### src/rtl/seq_pkg.sv
// Shared types and helpers for the pipeline-stage sequencer: the control
// operation encoding, cause-code builders and a lowest-index priority encoder.
package seq_pkg;

   typedef enum logic [1:0] {
      OP_TRAP   = 2'b00,
      OP_IRQ    = 2'b01,
      OP_NORMAL = 2'b11
   } op_e;

   // Dwell counter width; covers the legal MIN_DWELL range of 1..15.
   localparam int unsigned DWELL_W = 4;

   // Widest request vector the priority-encoder function accepts.
   localparam int unsigned ENC_MAX = 32;

   // Index of the lowest set bit; 0 when no bit is set.
   function automatic int unsigned lowest_set(input logic [ENC_MAX-1:0] vec);
      int unsigned idx;
      idx = 0;
      for (int i = ENC_MAX - 1; i >= 0; i--) begin
         if (vec[i]) idx = unsigned'(i);
      end
      return idx;
   endfunction

   // Fault cause: MSB clear, then the winning fault index, then the store flag.
   function automatic int unsigned fault_cause(input int unsigned idx, input logic is_store);
      return (idx << 1) | 32'(is_store);
   endfunction

   // Interrupt cause: MSB of the cause field set, interrupt index in the low bits.
   function automatic int unsigned irq_cause(input int unsigned cause_w, input int unsigned idx);
      return (32'd1 << (cause_w - 1)) | idx;
   endfunction

endpackage

### src/rtl/prio_enc.sv
// Lowest-index-wins priority encoder with a valid flag. Supports N up to
// ENC_MAX request lines.
module prio_enc
   import seq_pkg::*;
#(
   parameter  int unsigned N     = 4,
   localparam int unsigned IDX_W = (N > 1) ? $clog2(N) : 1
) (
   input  logic [N-1:0]     req_i,
   output logic             valid_o,
   output logic [IDX_W-1:0] idx_o
);

   assign valid_o = |req_i;
   assign idx_o   = IDX_W'(lowest_set(ENC_MAX'(req_i)));

endmodule

### src/rtl/stage_sequencer.sv
// One-hot pipeline-stage sequencer: steps through NUM_STAGES stages with a
// minimum dwell per stage, captures qualified faults as traps, arbitrates
// interrupts at instruction boundaries and counts retired instructions.
module stage_sequencer
   import seq_pkg::*;
#(
   parameter int unsigned NUM_STAGES = 7,
   parameter int unsigned NUM_FAULTS = 4,
   parameter int unsigned NUM_IRQS   = 2,
   parameter logic [NUM_FAULTS*NUM_STAGES-1:0] FAULT_STAGE_MASK =
      {NUM_FAULTS{{{(NUM_STAGES-1){1'b1}}, 1'b0}}},
   parameter int unsigned MIN_DWELL  = 1,
   parameter int unsigned CAUSE_W    = 4,
   parameter int unsigned RETIRE_W   = 32
) (
   input  logic                  clk,
   input  logic                  reset,
   input  logic [NUM_STAGES-1:0] stage_done,
   input  logic [NUM_FAULTS-1:0] fault_req,
   input  logic                  fault_is_store,
   input  logic [NUM_IRQS-1:0]   irq_pending,
   input  logic                  irq_enable,
   input  logic                  hold,
   output logic [NUM_STAGES-1:0] stage_active,
   output logic [1:0]            control_op,
   output logic [CAUSE_W-1:0]    cause,
   output logic                  trap_pulse,
   output logic                  retire_pulse,
   output logic [RETIRE_W-1:0]   retire_count
);

   localparam int unsigned F_IDX_W = (NUM_FAULTS > 1) ? $clog2(NUM_FAULTS) : 1;
   localparam int unsigned I_IDX_W = (NUM_IRQS > 1) ? $clog2(NUM_IRQS) : 1;
   localparam logic [DWELL_W-1:0] DWELL_MAX = DWELL_W'(MIN_DWELL);

   logic [NUM_STAGES-1:0] stage_q, stage_d;
   logic [DWELL_W-1:0]    dwell_q, dwell_d;
   op_e                   op_q, op_d;
   logic [CAUSE_W-1:0]    cause_q, cause_d;
   logic                  trap_q, trap_d;
   logic                  retire_q, retire_d;
   logic [RETIRE_W-1:0]   count_q, count_d;
   logic                  arb_q, arb_d;

   logic [NUM_FAULTS-1:0] f_hit;
   logic                  fault_vld;
   logic [F_IDX_W-1:0]    fault_idx;
   logic                  irq_vld;
   logic [I_IDX_W-1:0]    irq_idx;
   logic                  done;

   // Qualify each fault request against the mask bits of the active stage.
   always_comb begin
      f_hit = '0;
      for (int f = 0; f < NUM_FAULTS; f++) begin
         f_hit[f] = fault_req[f] & (|(FAULT_STAGE_MASK[f*NUM_STAGES +: NUM_STAGES] & stage_q));
      end
   end

   prio_enc #(.N(NUM_FAULTS)) u_fault_enc (
      .req_i   (f_hit),
      .valid_o (fault_vld),
      .idx_o   (fault_idx)
   );

   // Masking by the global enable here makes irq_vld the full "take IRQ" term.
   prio_enc #(.N(NUM_IRQS)) u_irq_enc (
      .req_i   (irq_pending & {NUM_IRQS{irq_enable}}),
      .valid_o (irq_vld),
      .idx_o   (irq_idx)
   );

   assign done = (|(stage_q & stage_done)) && (dwell_q == DWELL_MAX) && !hold;

   // Next-state: dwell, arbitration load, fault capture and stage advance.
   always_comb begin
      // NOTE: every output of this block gets a default first, so no path can
      // leave a variable unassigned and infer a latch; pulses default to 0.
      stage_d  = stage_q;
      dwell_d  = dwell_q;
      op_d     = op_q;
      cause_d  = cause_q;
      trap_d   = 1'b0;
      retire_d = 1'b0;
      count_d  = count_q;
      arb_d    = arb_q;

      if (!hold) begin
         if (dwell_q != DWELL_MAX) dwell_d = dwell_q + DWELL_W'(1);

         // Interrupt arbitration happens once, at the start of an instruction.
         if (arb_q) begin
            if (irq_vld) begin
               op_d    = OP_IRQ;
               cause_d = CAUSE_W'(irq_cause(CAUSE_W, 32'(irq_idx)));
            end else begin
               op_d    = OP_NORMAL;
            end
            arb_d = 1'b0;
         end

         if (done) begin
            dwell_d = '0;
            if (fault_vld) begin
               // Fault capture overrides any arbitration in the same cycle and
               // cancels the pending one so the TRAP cannot be overwritten.
               stage_d = NUM_STAGES'(1);
               op_d    = OP_TRAP;
               cause_d = CAUSE_W'(fault_cause(32'(fault_idx), fault_is_store));
               trap_d  = 1'b1;
               arb_d   = 1'b0;
            end else begin
               stage_d = {stage_q[NUM_STAGES-2:0], stage_q[NUM_STAGES-1]};
               if (stage_q[NUM_STAGES-1]) begin
                  retire_d = 1'b1;
                  count_d  = count_q + RETIRE_W'(1);
                  arb_d    = 1'b1;
               end
            end
         end
      end
   end

   // State register with synchronous reset.
   always_ff @(posedge clk) begin
      // NOTE: non-blocking assignments here so every register samples the
      // pre-edge values regardless of statement order.
      if (reset) begin
         stage_q  <= NUM_STAGES'(1);
         dwell_q  <= '0;
         op_q     <= OP_NORMAL;
         cause_q  <= '0;
         trap_q   <= 1'b0;
         retire_q <= 1'b0;
         count_q  <= '0;
         arb_q    <= 1'b1;
      end else begin
         stage_q  <= stage_d;
         dwell_q  <= dwell_d;
         op_q     <= op_d;
         cause_q  <= cause_d;
         trap_q   <= trap_d;
         retire_q <= retire_d;
         count_q  <= count_d;
         arb_q    <= arb_d;
      end
   end

   assign stage_active = stage_q;
   assign control_op   = op_q;
   assign cause        = cause_q;
   assign trap_pulse   = trap_q;
   assign retire_pulse = retire_q;
   assign retire_count = count_q;

   a_stage_onehot : assert property (@(posedge clk) disable iff (reset) $onehot(stage_q));

endmodule

### config.mk
export PLATFORM = sky130hd
export DESIGN_NAME = stage_sequencer
export DESIGN_NICKNAME = d
export VERILOG_FILES = /design/src/rtl/seq_pkg.sv /design/src/rtl/prio_enc.sv /design/src/rtl/stage_sequencer.sv
export SDC_FILE = /design/constraint.sdc
export NUM_CORES = 1
export LEC_CHECK = 0
export ABC_AREA = 1
export CAP_MARGIN = 10
export CORE_MARGIN = 2
export CORE_UTILIZATION = 51
export CTS_CLUSTER_DIAMETER = 80
export DETAILED_ROUTE_END_ITERATION = 10
export GPL_TIMING_DRIVEN = 0
export PLACE_DENSITY = 0.89
export SLEW_MARGIN = 10
export SYNTH_ARGS = -nofsm -noshare
export SYNTH_HDL_FRONTEND = slang
export SYNTH_SLANG_ARGS = --single-unit
### constraint.sdc
create_clock -name clk -period 2 [get_ports clk]
set_input_delay 0.2 -clock clk [delete_from_list [all_inputs] [get_ports clk]]
set_output_delay 0.2 -clock clk [all_outputs]
set_load 0.005 [all_outputs]
==> results.toml <==
[run_status]
status = "completed"

[routing]
routed_wl_um = 7730
drc = 0
wl_per_cell_um = 12.4
vias = 3299
ant_nets = 0
dr.pass1.iters = 5
via_per_inst = 5.30
drt-initial-drc-count = 284

[clocking]
numClockSinks = 52
ctsHoldBuffers = 0
cts.htree.levels = 2
post_cts_buffers = 0
cts.clk_slew.worst_paths_ps = 100
clock_latency_ps = 320
cts_tree = "yes"
clockRootBuffer = "clkbuf_8"
cts-resized-gates = 0
clk_path_buf_depth = 2
cts_made_buffers = 5

[synthesis]
yosys_most_used_dff = "dfxtp_1"
muxShareOfSynthArea = 0
synth_common_cells = "175 x nand2_1, 79 x nor2_1, 52 x dfxtp_1, 47 x inv_1, 35 x a21oi_1"
synth_top_family_by_area = "simple AND/OR/NAND/NOR gates"
syn_area_per_cell_um2 = 6.09
synth_nets = 500
synth_edf_count = 0
ys_types = 27
synthSimpleGateAreaFrac = 0.417
yosysSeqAreaShare = 0.357
synthXorXnorAreaFrac = 0.0270
ys_ff_latch = 52
synth_top_area_share = 0.357
postSynth.asyncResetShare = 0
netlist_top_cells_area = "dfxtp_1 36%, nand2_1 23%, nor2_1 10%"
synth_cells = 479
yosysMostFrequentCell = "nand2_1"
yosys.area.top_type = "dfxtp_1"
syn-cell-area_um2 = 2920
synth-adder-area-share = 0.0129
synth_compound_area_frac = 0.104
yosys_warnings = 0

[timing]
finalHoldViolCount = 0
fin_worst_skew_ps = 7.41
finalCritPeriodShare = 0.884
worst_pin_slew_ps = 485
fmax_ghz = 0.566
fin_crit_ps = 1770
setup_viol_count_final = 0
fin_setup_tns_ps = 0
setup_ws_ps = 232
rsz0062_at_grt = "false"
relSlewSlack = 0.677
final_max_slew_viol_count = 0

[cells_and_area]
fin_util = 0.683
n_antenna_cell = 0
area_growth_pct = 28.8
drive_above_1_share = 0.0455
fillers = 493
fin_nets = 570

[die]
initial_core_util = 0.530
fp.dieH_um = 79.7
coreArea_um2 = 5510
fp.dieW_um = 79.7
rows = 27
fp.dieArea_um2 = 6340
ios = 65

[worst_setup_path]
cp_slowest_cell = "dfxtp_1"
endpoint_kind = "flop"
cpPeakStageDelay_ps = 450
crit_family = "simple AND/OR/NAND/NOR gates"
critPathKind = "reg2reg"
arrival_ps = 1990
path_max_fanout = 6
required_ps = 2220
path_cells = "ha_2, nand3_1, nor2_2, nand4_1, nor2_1, nand3_1, nand2_1, nor2_1"
start_kind = "flop"
cp_num_buf_inv = 0

[min_path]
hp-class = "in2reg"

[run]
maxCapViolCount = 0

[global_route]
grt_pass1_vias = 3240
antenna_found_initial = 0
track_usage = 0.269
grt_overflow = 0
grt_pass1_wl_um = 13700
grt_max_degree = 18

[place]
hpwl_um = 5920
gp_congestion = 0.989
place.port_buffers = 63
post-place-ws_ps = 103

[power_and_ir_drop]
powerDensity_nw_per_um2 = 529
p_leak_nw = 1.36
ir_drop_mv = 0.497
[kinds of logic (layout without fill, tap and decap cells)]
| logic type | count (synthesis) | count (layout) |
|---|---|---|
| DFF | 52 | 52 |
| xor gates and xnor gates | 9 | 9 |
| adders and majority gates | 3 | 3 |
| AOI/OAI and AO/OA | 55 | 55 |
| and+or+nand+nor | 302 | 302 |
| buffers and inverters | 58 | 129 |
[per-layer routing]
metal | GRT usage | up-vias | part of all wire
li1 | - | 1648 | -
met1 | 0.308 | 1482 | 0.41
met2 | 0.469 | 144 | 0.49
met3 | 0.0543 | 25 | 0.072
met4 | 0.143 | 0 | 0.034
met5 | 0 | - | 0
[flip-flops by register name (all words and copies together) (netlist names)]
| register | flops |
|---|---|
| cause | 4 |
| stage_active | 7 |
| control_op | 2 |
| retire_pulse | 1 |
| retire_count | 32 |
| trap_pulse | 1 |
| dwell_q | 4 |
| arb_q | 1 |
[report_power, final]
part           internal, mW  total, mW  switching, mW
sequential             1.05       1.06         0.0127
combinational        0.0776      0.165         0.0869
clock                 0.378      0.762          0.385
[cells in the final DEF, fill, tap and decap left out, types with 2 or more instances in the layout]
cell,n
nand2_1,175
clkdlybuf4s50_1,63
nand2_2,3
nor2_2,3
buf_4,3
o21ai_0,9
buf_2,3
nor2_1,78
nand4_1,3
nand3_1,34
clkbuf_8,5
clkbuf_1,4
xnor2_1,6
inv_1,47
o211ai_1,2
xor2_1,3
o22ai_1,6
nor3_1,2
dfxtp_1,52
a21oi_1,35
ha_1,2
[path summary, 6_finish.rpt]
| check | slack, ps | cells after the start | to | startpoint |
|---|---|---|---|---|
| max | 230 | 8 | retire_count[22]$_SDFFE_PP0P_ | retire_count[0]$_SDFFE_PP0P_ |
| min | 300 | 2 | retire_count[4]$_SDFFE_PP0P_ | reset |
| max reg2reg | 230 | 8 | retire_count[22]$_SDFFE_PP0P_ | retire_count[0]$_SDFFE_PP0P_ |
| min reg2reg | 500 | 2 | cause[3]$_SDFFE_PP0N_ | cause[3]$_SDFFE_PP0N_ |
[final cells by class]
class                           count  area [um2]  area share
Timing Repair Buffer               63         631       0.168
Tap cell                           72        90.1      0.0240
Multi-Input combinational cell    369        1640       0.437
Buffer                             11        63.8      0.0170
Clock buffer                        5        68.8      0.0183
Sequential cell                    52        1040       0.277
Clock inverter                      3        46.3      0.0123
Inverter                           47         176      0.0469
[through the flow]
step	hold slack [ps]	cell area, um2	std cells	power [mW]
5_1_grt	343	3760	622	2.06
2_1_floorplan	374	2920	479	1.17
4_1_cts	295	3750	622	1.99
6_report	300	3760	622	1.99
3_3_place_gp	474	3640	614	1.24
3_5_place_dp	473	3640	614	1.25
[worst register-to-register path, delay by kind of cell (launching register included)]
kind / cells / cell delay [ps]
fa+ha+maj: 1 / 280
flops: 1 / 450
simple gates: 7 / 950
(Power assumes the default switching activity.)
==> RTL change (same flow settings) <==
Change the parameter `RETIRE_W` from 32 to 64.
--- a/src/rtl/stage_sequencer.sv
+++ b/src/rtl/stage_sequencer.sv
@@ -11,7 +11,7 @@
       {NUM_FAULTS{{{(NUM_STAGES-1){1'b1}}, 1'b0}}},
    parameter int unsigned MIN_DWELL  = 1,
    parameter int unsigned CAUSE_W    = 4,
-   parameter int unsigned RETIRE_W   = 32
+   parameter int unsigned RETIRE_W   = 64
 ) (
    input  logic                  clk,
    input  logic                  reset,
Interface: changed (resized retire_count); port bits go from 65 to 97. The function was not compared with the original's and may differ.
==> RTL change against the unedited design <==
Non-clock buffer count rose by 47; core utilization down 0.89 points; design area up 74%; routed wire length grew 110%; area after synthesis increased by 74%; via count up 79%; power grew 56%; clock power rose by 60%; worst setup slack got worse by 0.16 ns; sequential cell count is 32 higher; critical path type unchanged; largest power group unchanged.
==> RTL change: results <==
[synth]
syn-cell-area_um2 = 5090
synth_xor_area_share_pct = 1.72
yosys-top-cells-count = nand2_1 (227), nor2_1 (167), inv_1 (101)
yosysSeqAreaShare_pct = 33.0
synth_area_leaders = dfxtp_1 (33%), nand2_1 (17%), nor2_1 (12%), nand3_1 (7.5%), inv_1 (7.4%)
synth-adder-area-share_pct = 0.737
synth_compound_area_share_pct = 8.28
syn-num-nets = 856
synthCells = 835
yosysUniqueCellTypes = 37

[placement]
place.gp.congestion = 0.994
pre_cts_slack_ns = -0.115
portBuffers = 96
dp_hpwl_um = 11900
placed_area_um2 = 6220
place_inst = 1064

[power]
vdd_ir_drop_max_v = 0.000285
leakagePower_nw = 2.30
pg_seq_mw = 1.69
clockPowerShare_pct = 39.3
intPower_mw = 2.25
clk-power_mw = 1.22

[setup_path]
critical_path.max_fanout = 7
arrival_ns = 2.21
max_stage_delay_ns = 0.41
slowest_stage = dfxtp_4

[timing]
timing.slew.headroom_pct = 50.7
fin_skew_ns = 0.0110
setup_slack_ns = 0.0732
fin_hold_ws_ns = 0.474

[final_layout]
inverters = 104
seq_area_share_pct = 25.8
buffers_excl_clock = 121
seq_cell_count = 84
multi_input_gates = 627
nets = 968
layout-drive-gt1-share_pct = 9.14
final-clk-cell-share_pct = 2.86
bufAreaShareNonClock_pct = 17.7
largest_reg_flops = 64
multi_input_area_share_pct = 45.1

[route]
num_vias = 5898
routed_via_density = 5.44
routed_wirelength_um = 16200
drt-initial-drc-count = 576

[hold_path]
hp-class = register to register

[cts]
path_clk_slew_ns = 0.10
ctsResizeCount = 2
h-tree-depth = 3
clkLatencyLatePin_ns = 0.38
cts-buffers-inserted = 9
post-cts-setup-buffers = 1

[grt]
first_global_vias = 5311
grt_pass1_wl_um = 25500

[outcome]
outcome = finished clean
RTL change: cell types whose count changed after synthesis, sizes merged, moves of 11 or more:
cell,unedited run,this run
inv,47,104
dfxtp,52,84
nor3,2,13
nand2,178,229
nand4,3,24
nor2,82,189
nand3,35,76
RTL change: metal layers:
layer | share of wire (%) | track usage, % | vias up | wire, um
met1 | 41 | 36.9 | 2656 | 6650
li1 | - | - | 2879 | -
met2 | 48 | 48.7 | 307 | 7730
met5 | 0 | 0 | - | 0
met3 | 8.0 | 4.51 | 56 | 1300
met4 | 3.2 | 12.6 | 0 | 513
RTL change: worst paths after layout:
check,startpoint,endpoint,cells after the start
min,dwell_q[3],dwell_q[3],2
min reg2reg,dwell_q[3],dwell_q[3],2
max,retire_count[0],retire_count[48],11
max reg2reg,retire_count[0],retire_count[48],11
